## src/rtl/timer_periph_pkg.sv

```systemverilog
// ============================================================================
// timer_periph_pkg : register map and TCON bit positions for timer_periph
// Revision 1.0 : initial release
// ============================================================================
`default_nettype none

package timer_periph_pkg;

  typedef enum logic [1:0] {
    ADDR_TH   = 2'd0,
    ADDR_TL   = 2'd1,
    ADDR_TCON = 2'd2,
    ADDR_RSVD = 2'd3
  } addr_e;

  localparam int TCON_EN  = 0;
  localparam int TCON_IEN = 1;
  localparam int TCON_IRQ = 2;
  localparam int TCON_W   = 3;

endpackage

`default_nettype wire

```

## src/rtl/edge_sync.sv

```systemverilog
// ============================================================================
// edge_sync : tick_clk synchronizer plus rising-edge detector (one-clk pulse)
// Revision 1.0 : initial release
// ============================================================================
`default_nettype none

module edge_sync #(
  parameter int SYNC_STAGES = 2
) (
  input  logic clk,
  input  logic reset,
  input  logic tick_clk,
  output logic cnt_pulse
);

  logic [SYNC_STAGES-1:0] sync_q, sync_d;
  logic [SYNC_STAGES:0]   fill_q, fill_d;
  logic                   prev_q, prev_d;

  // fill_q marks when prev_q holds a real synchronized sample, so a level that
  // was already high across reset is not mistaken for a fresh rising edge.
  always_comb begin
    sync_d    = {sync_q[SYNC_STAGES-2:0], tick_clk};
    fill_d    = {fill_q[SYNC_STAGES-1:0], 1'b1};
    prev_d    = sync_q[SYNC_STAGES-1];
    cnt_pulse = sync_q[SYNC_STAGES-1] & ~prev_q & fill_q[SYNC_STAGES];
  end

  always_ff @(posedge clk or posedge reset) begin
    if (reset) begin
      sync_q <= '0;
      fill_q <= '0;
      prev_q <= 1'b0;
    end else begin
      sync_q <= sync_d;
      fill_q <= fill_d;
      prev_q <= prev_d;
    end
  end

endmodule

`default_nettype wire

```

## src/rtl/timer_periph.sv

```systemverilog
// ============================================================================
// timer_periph : auto-reload timer (TH reload, TL count, TCON control/irq)
// Revision 1.0 : initial release
// ============================================================================
`default_nettype none

module timer_periph
  import timer_periph_pkg::*;
#(
  parameter int W           = 32,
  parameter int SYNC_STAGES = 2
) (
  input  logic         clk,
  input  logic         reset,
  input  logic         tick_clk,
  input  logic [1:0]   addr,
  input  logic         wr_en,
  input  logic [W-1:0] wdata,
  input  logic         rd_en,
  output logic [W-1:0] rdata,
  output logic         rvalid,
  output logic         irq
);

  logic [W-1:0]      th_q, th_d;
  logic [W-1:0]      tl_q, tl_d;
  logic [TCON_W-1:0] tcon_q, tcon_d;
  logic [W-1:0]      rdata_q, rdata_d;
  logic              rvalid_q, rvalid_d;

  logic cnt_pulse;
  logic wr_th, wr_tl, wr_tcon;
  logic count_en, overflow;

  edge_sync #(
    .SYNC_STAGES(SYNC_STAGES)
  ) u_edge_sync (
    .clk      (clk),
    .reset    (reset),
    .tick_clk (tick_clk),
    .cnt_pulse(cnt_pulse)
  );

  always_comb begin
    wr_th    = wr_en && (addr_e'(addr) == ADDR_TH);
    wr_tl    = wr_en && (addr_e'(addr) == ADDR_TL);
    wr_tcon  = wr_en && (addr_e'(addr) == ADDR_TCON);
    count_en = cnt_pulse && tcon_q[TCON_EN];
    overflow = count_en && (tl_q == {W{1'b1}});

    th_d = wr_th ? wdata : th_q;

    // A bus write to TL beats a coincident count; the count is lost.
    tl_d = tl_q;
    if (wr_tl) begin
      tl_d = wdata;
    end else if (overflow) begin
      tl_d = th_q;
    end else if (count_en) begin
      tl_d = tl_q + W'(1);
    end

    // Overflow set is applied after the W1C clear so that set wins.
    tcon_d = tcon_q;
    if (wr_tcon) begin
      tcon_d[TCON_EN]  = wdata[TCON_EN];
      tcon_d[TCON_IEN] = wdata[TCON_IEN];
      if (wdata[TCON_IRQ]) begin
        tcon_d[TCON_IRQ] = 1'b0;
      end
    end
    if (overflow && tcon_q[TCON_IEN]) begin
      tcon_d[TCON_IRQ] = 1'b1;
    end

    rvalid_d = rd_en;
    rdata_d  = rdata_q;
    if (rd_en) begin
      case (addr_e'(addr))
        ADDR_TH:   rdata_d = th_q;
        ADDR_TL:   rdata_d = tl_q;
        ADDR_TCON: rdata_d = {{(W-TCON_W){1'b0}}, tcon_q};
        default:   rdata_d = '0;
      endcase
    end
  end

  always_ff @(posedge clk or posedge reset) begin
    if (reset) begin
      th_q     <= '0;
      tl_q     <= '0;
      tcon_q   <= '0;
      rdata_q  <= '0;
      rvalid_q <= 1'b0;
    end else begin
      th_q     <= th_d;
      tl_q     <= tl_d;
      tcon_q   <= tcon_d;
      rdata_q  <= rdata_d;
      rvalid_q <= rvalid_d;
    end
  end

  assign rdata  = rdata_q;
  assign rvalid = rvalid_q;
  assign irq    = tcon_q[TCON_IRQ];

endmodule

`default_nettype wire

```

## config.mk

```make
export PLATFORM = sky130hd
export DESIGN_NAME = timer_periph
export DESIGN_NICKNAME = d
export VERILOG_FILES = /design/src/rtl/timer_periph_pkg.sv /design/src/rtl/edge_sync.sv /design/src/rtl/timer_periph.sv
export SDC_FILE = /design/constraint.sdc
export NUM_CORES = 1
export LEC_CHECK = 0
export CORE_MARGIN = 4
export CORE_UTILIZATION = 30
export CTS_CLUSTER_SIZE = 20
export DETAILED_ROUTE_END_ITERATION = 8
export PLACE_DENSITY = 0.56
export REMOVE_ABC_BUFFERS = 1
export SLEW_MARGIN = 20
export SYNTH_ARGS = -nofsm -noshare
export SYNTH_HDL_FRONTEND = slang
export SYNTH_SLANG_ARGS = --single-unit
```

## constraint.sdc

```tcl
create_clock -name clk -period 4.4 [get_ports clk]
set_clock_uncertainty 0.05 [all_clocks]
set_input_delay 0.66 -clock clk [delete_from_list [all_inputs] [get_ports clk]]
set_output_delay 0.66 -clock clk [all_outputs]
set_load 0.02 [all_outputs]
```

# Yosys cells after proc, flatten, opt, wreduce, memory -nomap -nowiden
# Cells that the tools add are included.
# word_totals
mem_count	0
regBits	106
word_cells	34
rom_bits	0
ramBits	0
inputBits	39
latchBits	0
out_inout_bits	34
# op_classes
addsub	1
shifts	0
n_eq_ne	3
mux	7
n_mul	0
div_mod_pow	0
n_lt_le_gt_ge	0
bitwise_logic	3
reduce_logical	11
# op_table
operator	n
32-bit 2-to-1 mux	3
32-bit case mux with 3 select lines	1
32-bit by 1-bit adder with 32-bit output, second input constant	1
32-bit equality test, second input constant	1
1-bit logical AND	6
2-bit nonzero test	2
3-bit 2-to-1 mux	1
3-bit nonzero test	1
1-bit AND	2
2-bit by 1-bit equality test with 1-bit output, second input constant	1
2-bit equality test, second input constant	1
2-bit zero test	1
1-bit 2-to-1 mux	2
2-bit AND reduction	1
1-bit inverter	1

# Logic depth before layout (Yosys ltp)
# depth
depth_word	8
mapped_depth	9
mapped_depth_nobuf	6

# By module
# Synthesis repeated with hierarchy kept, for this count alone.
# hier_totals
cells_unflattened	528
area_unflattened_um2	5452.7
# by_module_without_submodules
mod	seq_area_each_um2	n_inst	cells_per_inst	area_per_inst_um2
timer_periph	2502.4	1	519	5286.3
edge_sync	150.1	1	9	166.4

# Worst setup path before layout
# OpenSTA, ideal clock, no wires.
# synth_path
path_type	input to register
from	in addr[0]
to	reg th_q[0]
required_time_ns	4.225
arrival_ns	2.012
path_buffers	2
setup_ns	0.125
stages	4
slack_ns	2.213
path_cell_list	clkbuf_1 > nor3b_1 > clkbuf_1 > mux2_2
# synth_via
elab_chain_cells	2
# synth_rtl
item	line_no	rtl
from (decl)	timer_periph.sv:16	input logic [1:0] addr,
2-bit zero test	timer_periph.sv:45	wr_th = wr_en && (addr_e'(addr) == ADDR_TH);
1-bit logical AND	timer_periph.sv:45	
to (signal assigned)	timer_periph.sv:96	th_q <= th_d;
to (decl)	timer_periph.sv:25	logic [W-1:0] th_q, th_d;
# No other way between the ends.
# A chain may end at the register's enable or synchronous reset.

# Worst setup path in the final report
# layout_path
from	reg tl_q[0]
to	reg tl_q[14]
# layout_via
elab_chain_cells	4
word_cells_on_any_way	7
classes_between	add/sub (1); eq/ne (1); mux (3); reduce/logical (2)
# layout_rtl
item	line_no	rtl
from (decl)	timer_periph.sv:26	logic [W-1:0] tl_q, tl_d;
from (signal assigned)	timer_periph.sv:97	tl_q <= tl_d;
32-bit by 1-bit adder with 32-bit output / 32-bit equality test (equally long branches)	timer_periph.sv:60, timer_periph.sv:49	
32-bit 2-to-1 mux / 1-bit logical AND (equally long branches)	timer_periph.sv:59, timer_periph.sv:49	
32-bit 2-to-1 mux	timer_periph.sv:57	end else if (overflow) begin
32-bit 2-to-1 mux	timer_periph.sv:55	if (wr_tl) begin
# Parallel ways exist; a longest one is shown, timed or not. The select of a mux whose other input is x is not followed.

==> impl_metrics.env <==
export IMPL_status="complete, no violations"
export IMPL_syn_to_final_growth_pct=21.0
export IMPL_grt_pass1_vias=4257
export IMPL_rr_worst_depth=6
export IMPL_root_buffer="clkbuf_16"
export IMPL_fp_dieW_um=142
export IMPL_clk_pin_slew_ns=0.07
export IMPL_worstPathRequired_ns=4.61
export IMPL_leakagePower_nw=2.69
export IMPL_synth_warnings=0
export IMPL_antenna_cells=0
export IMPL_initial_core_util=0.308
export IMPL_yosysTopAreaCellShare=0.494
export IMPL_setup_worst_path_start_class="flip-flop"
export IMPL_fillers=1745
export IMPL_fin_nets=595
export IMPL_first_iter_violations=392
export IMPL_syn_inst=500
export IMPL_dr_total_vias=4177
export IMPL_cpPeakStageDelay_ns=0.71
export IMPL_synth_flop_cell="dfrtp_1"
export IMPL_core_um2=17400
export IMPL_grt_pass1_wl_um=23700
export IMPL_ant_nets=0
export IMPL_yosysTopAreaCell="dfrtp_1"
export IMPL_pre_cts_slack_ns=1.36
export IMPL_worstMarginPinSlew_ns=0.829
export IMPL_design_area_um2=6500
export IMPL_ctsResizeCount=0
export IMPL_ff2ff_setup_slack_ns=1.66
export IMPL_io_pins=73
export IMPL_synth_common_cells="dfrtp_1 (106), mux2i_1 (40), mux2_2 (34), o22ai_1 (34), inv_1 (32)"
export IMPL_end_kind="flip-flop"
export IMPL_stdcell_count=784
export IMPL_drc=0
export IMPL_grt_total_usage=0.148
export IMPL_cts_buffers=9
export IMPL_cts_htree_levels=3
export IMPL_hold_slack_ns=0.303
export IMPL_critPathMaxFanout=16
export IMPL_async_flop_share=1.00
export IMPL_setup_viol=0
export IMPL_synth_edff_count=0
export IMPL_die_y_um=142
export IMPL_vias_per_cell=5.33
export IMPL_yosysUniqueCellTypes=60
export IMPL_yosysSeqAreaShare=0.494
export IMPL_antenna_found_initial=0
export IMPL_drtPass1Iterations=5
export IMPL_min_period_ns=2.74
export IMPL_final_core_util=0.373
export IMPL_worstHoldStart="u_edge_sync.fill_q[0]"
export IMPL_clk_latency_ns=0.36
export IMPL_syn_cell_area_um2=5370
export IMPL_worst_slack_ns=1.66
export IMPL_finalHoldViolations=0
export IMPL_power_density_nw_per_um2=416
export IMPL_worst_setup_path_type="flip-flop to flip-flop"
export IMPL_crit_arrival_ns=2.95
export IMPL_cts_tree="built"
export IMPL_synth_most_common_cell="dfrtp_1"
export IMPL_crit_start="tl_q[0]"
export IMPL_power_mw=2.70
export IMPL_cts_buffer_depth=2
export IMPL_cts_hold_buf=0
export IMPL_drv_slew=0
export IMPL_path_cells="ha_1 > nand3_2 > or4_4 > nor3_4 > a211oi_1 > o21ai_0"
export IMPL_die_area_um2=20100
export IMPL_num_rows=48
export IMPL_relSlewSlack=0.445
export IMPL_peakVddDrop_mv=0.210
export IMPL_hpwl_um=9810
export IMPL_reg2reg_from="tl_q[0]"
export IMPL_post_cts_setup_buffers=0
export IMPL_synth_area_leaders="dfrtp_1 (49%), mux2i_1 (7.5%), mux2_2 (7.1%)"
export IMPL_dp_cells=769
export IMPL_fmax_mhz=365
export IMPL_drive_gt1_frac=0.136
export IMPL_grt_max_degree=83
export IMPL_cap_violations=0
export IMPL_r2r_end="tl_q[14]"
export IMPL_grt_overflow=0
export IMPL_ys_ff_latch=106
export IMPL_holdPathEnd="u_edge_sync.fill_q[1]"
export IMPL_gp_congestion=0.850
export IMPL_rsz0062_at_grt="false"
export IMPL_cts_sinks=106
export IMPL_avgSynthCellArea_um2=10.7
export IMPL_setup_tns_final_ns=0
export IMPL_port_buffer_count=72
export IMPL_wire_per_inst_um=18.3
export IMPL_place_area_um2=6230
export IMPL_min_period_over_period=0.623
export IMPL_min_path_type="flip-flop to flip-flop"
export IMPL_hold_depth=0
export IMPL_worst_path_max_delay_cell="nor3_4"
export IMPL_totalWireLength_um=14400
[cell type report]
type,count,area [µm²],share of cell area
Clock buffer,13,250,0.0385
Clock inverter,2,13.8,0.00212
Inverter,32,125,0.0193
Multi-Input combinational cell,324,2380,0.367
Sequential cell,106,2650,0.408
Tap cell,225,282,0.0433
Timing Repair Buffer,82,791,0.122
[where the power goes]
part	total [mW]	internal [mW]	leakage (nW)	switching [mW]
registers	1.34	1.14	1.31	0.193
logic	0.606	0.312	1.25	0.294
clock network	0.757	0.398	0.130	0.359
total	2.70	1.85	2.69	0.846
[critical path, delay by kind of cell, from the launching register on]
kind | cells | cell delay, ns
simple gates | 3 | 1.50
compound gates | 2 | 0.36
flops | 1 | 0.47
fa+ha+maj | 1 | 0.25
[sequential cells by signal, indices dropped and copies added, names as in the netlist]
signal              count
th_q                   32
u_edge_sync.prev_q      1
rvalid                  1
u_edge_sync.sync_q      2
tcon_q                  3
tl_q                   32
rdata                  32
u_edge_sync.fill_q      3
[how the worst max path moves through the flow]
stage	to	slack [ns]	cells past startpoint
5_1_grt	tl_q[14]	1.40	6
6_report	tl_q[14]	1.66	6
4_1_cts	tl_q[18]	1.66	6
2_1_floorplan	th_q[0]	0.72	2
3_3_place_gp	tl_q[9]	1.46	7
3_5_place_dp	tl_q[14]	1.36	7
[logic make-up (layout without fill, tap and decap cells)]
group	count (synthesis)	after routing	share of synthesized area
AND/OR/NAND/NOR	94	94	0.104
multiplexers	74	74	0.146
AO/OA/AOI/OAI	140	140	0.168
XOR/XNOR	14	14	0.0228
other	1	1	0.000698
flip-flops	106	106	0.494
buffers and inverters	70	129	0.0627
adder cells (fa/ha/maj)	1	1	0.00233
[layer usage]
| metal | GRT usage | up-vias | share of wire |
|---|---|---|---|
| met4 | 0.0535 | 0 | 0.019 |
| met5 | 0 | - | 0 |
| met2 | 0.226 | 168 | 0.45 |
| met3 | 0.0313 | 22 | 0.069 |
| met1 | 0.207 | 2033 | 0.46 |
| li1 | - | 1954 | - |
[layout by cell type (no fill, tap or decap), drive strengths merged, types with 6 or more instances in the layout]
| cell type | instances |
|---|---|
| a21oi | 23 |
| a22oi | 27 |
| and3 | 6 |
| and4 | 6 |
| buf | 11 |
| clkbuf | 13 |
| clkdlybuf4s50 | 71 |
| dfrtp | 106 |
| inv | 32 |
| mux2 | 34 |
| mux2i | 40 |
| nand2 | 19 |
| nand3 | 15 |
| nand4 | 9 |
| nor2 | 13 |
| nor3 | 13 |
| o21ai | 32 |
| o22ai | 34 |
| xnor2 | 10 |
No activity file was read; power rests on OpenSTA's default activity.
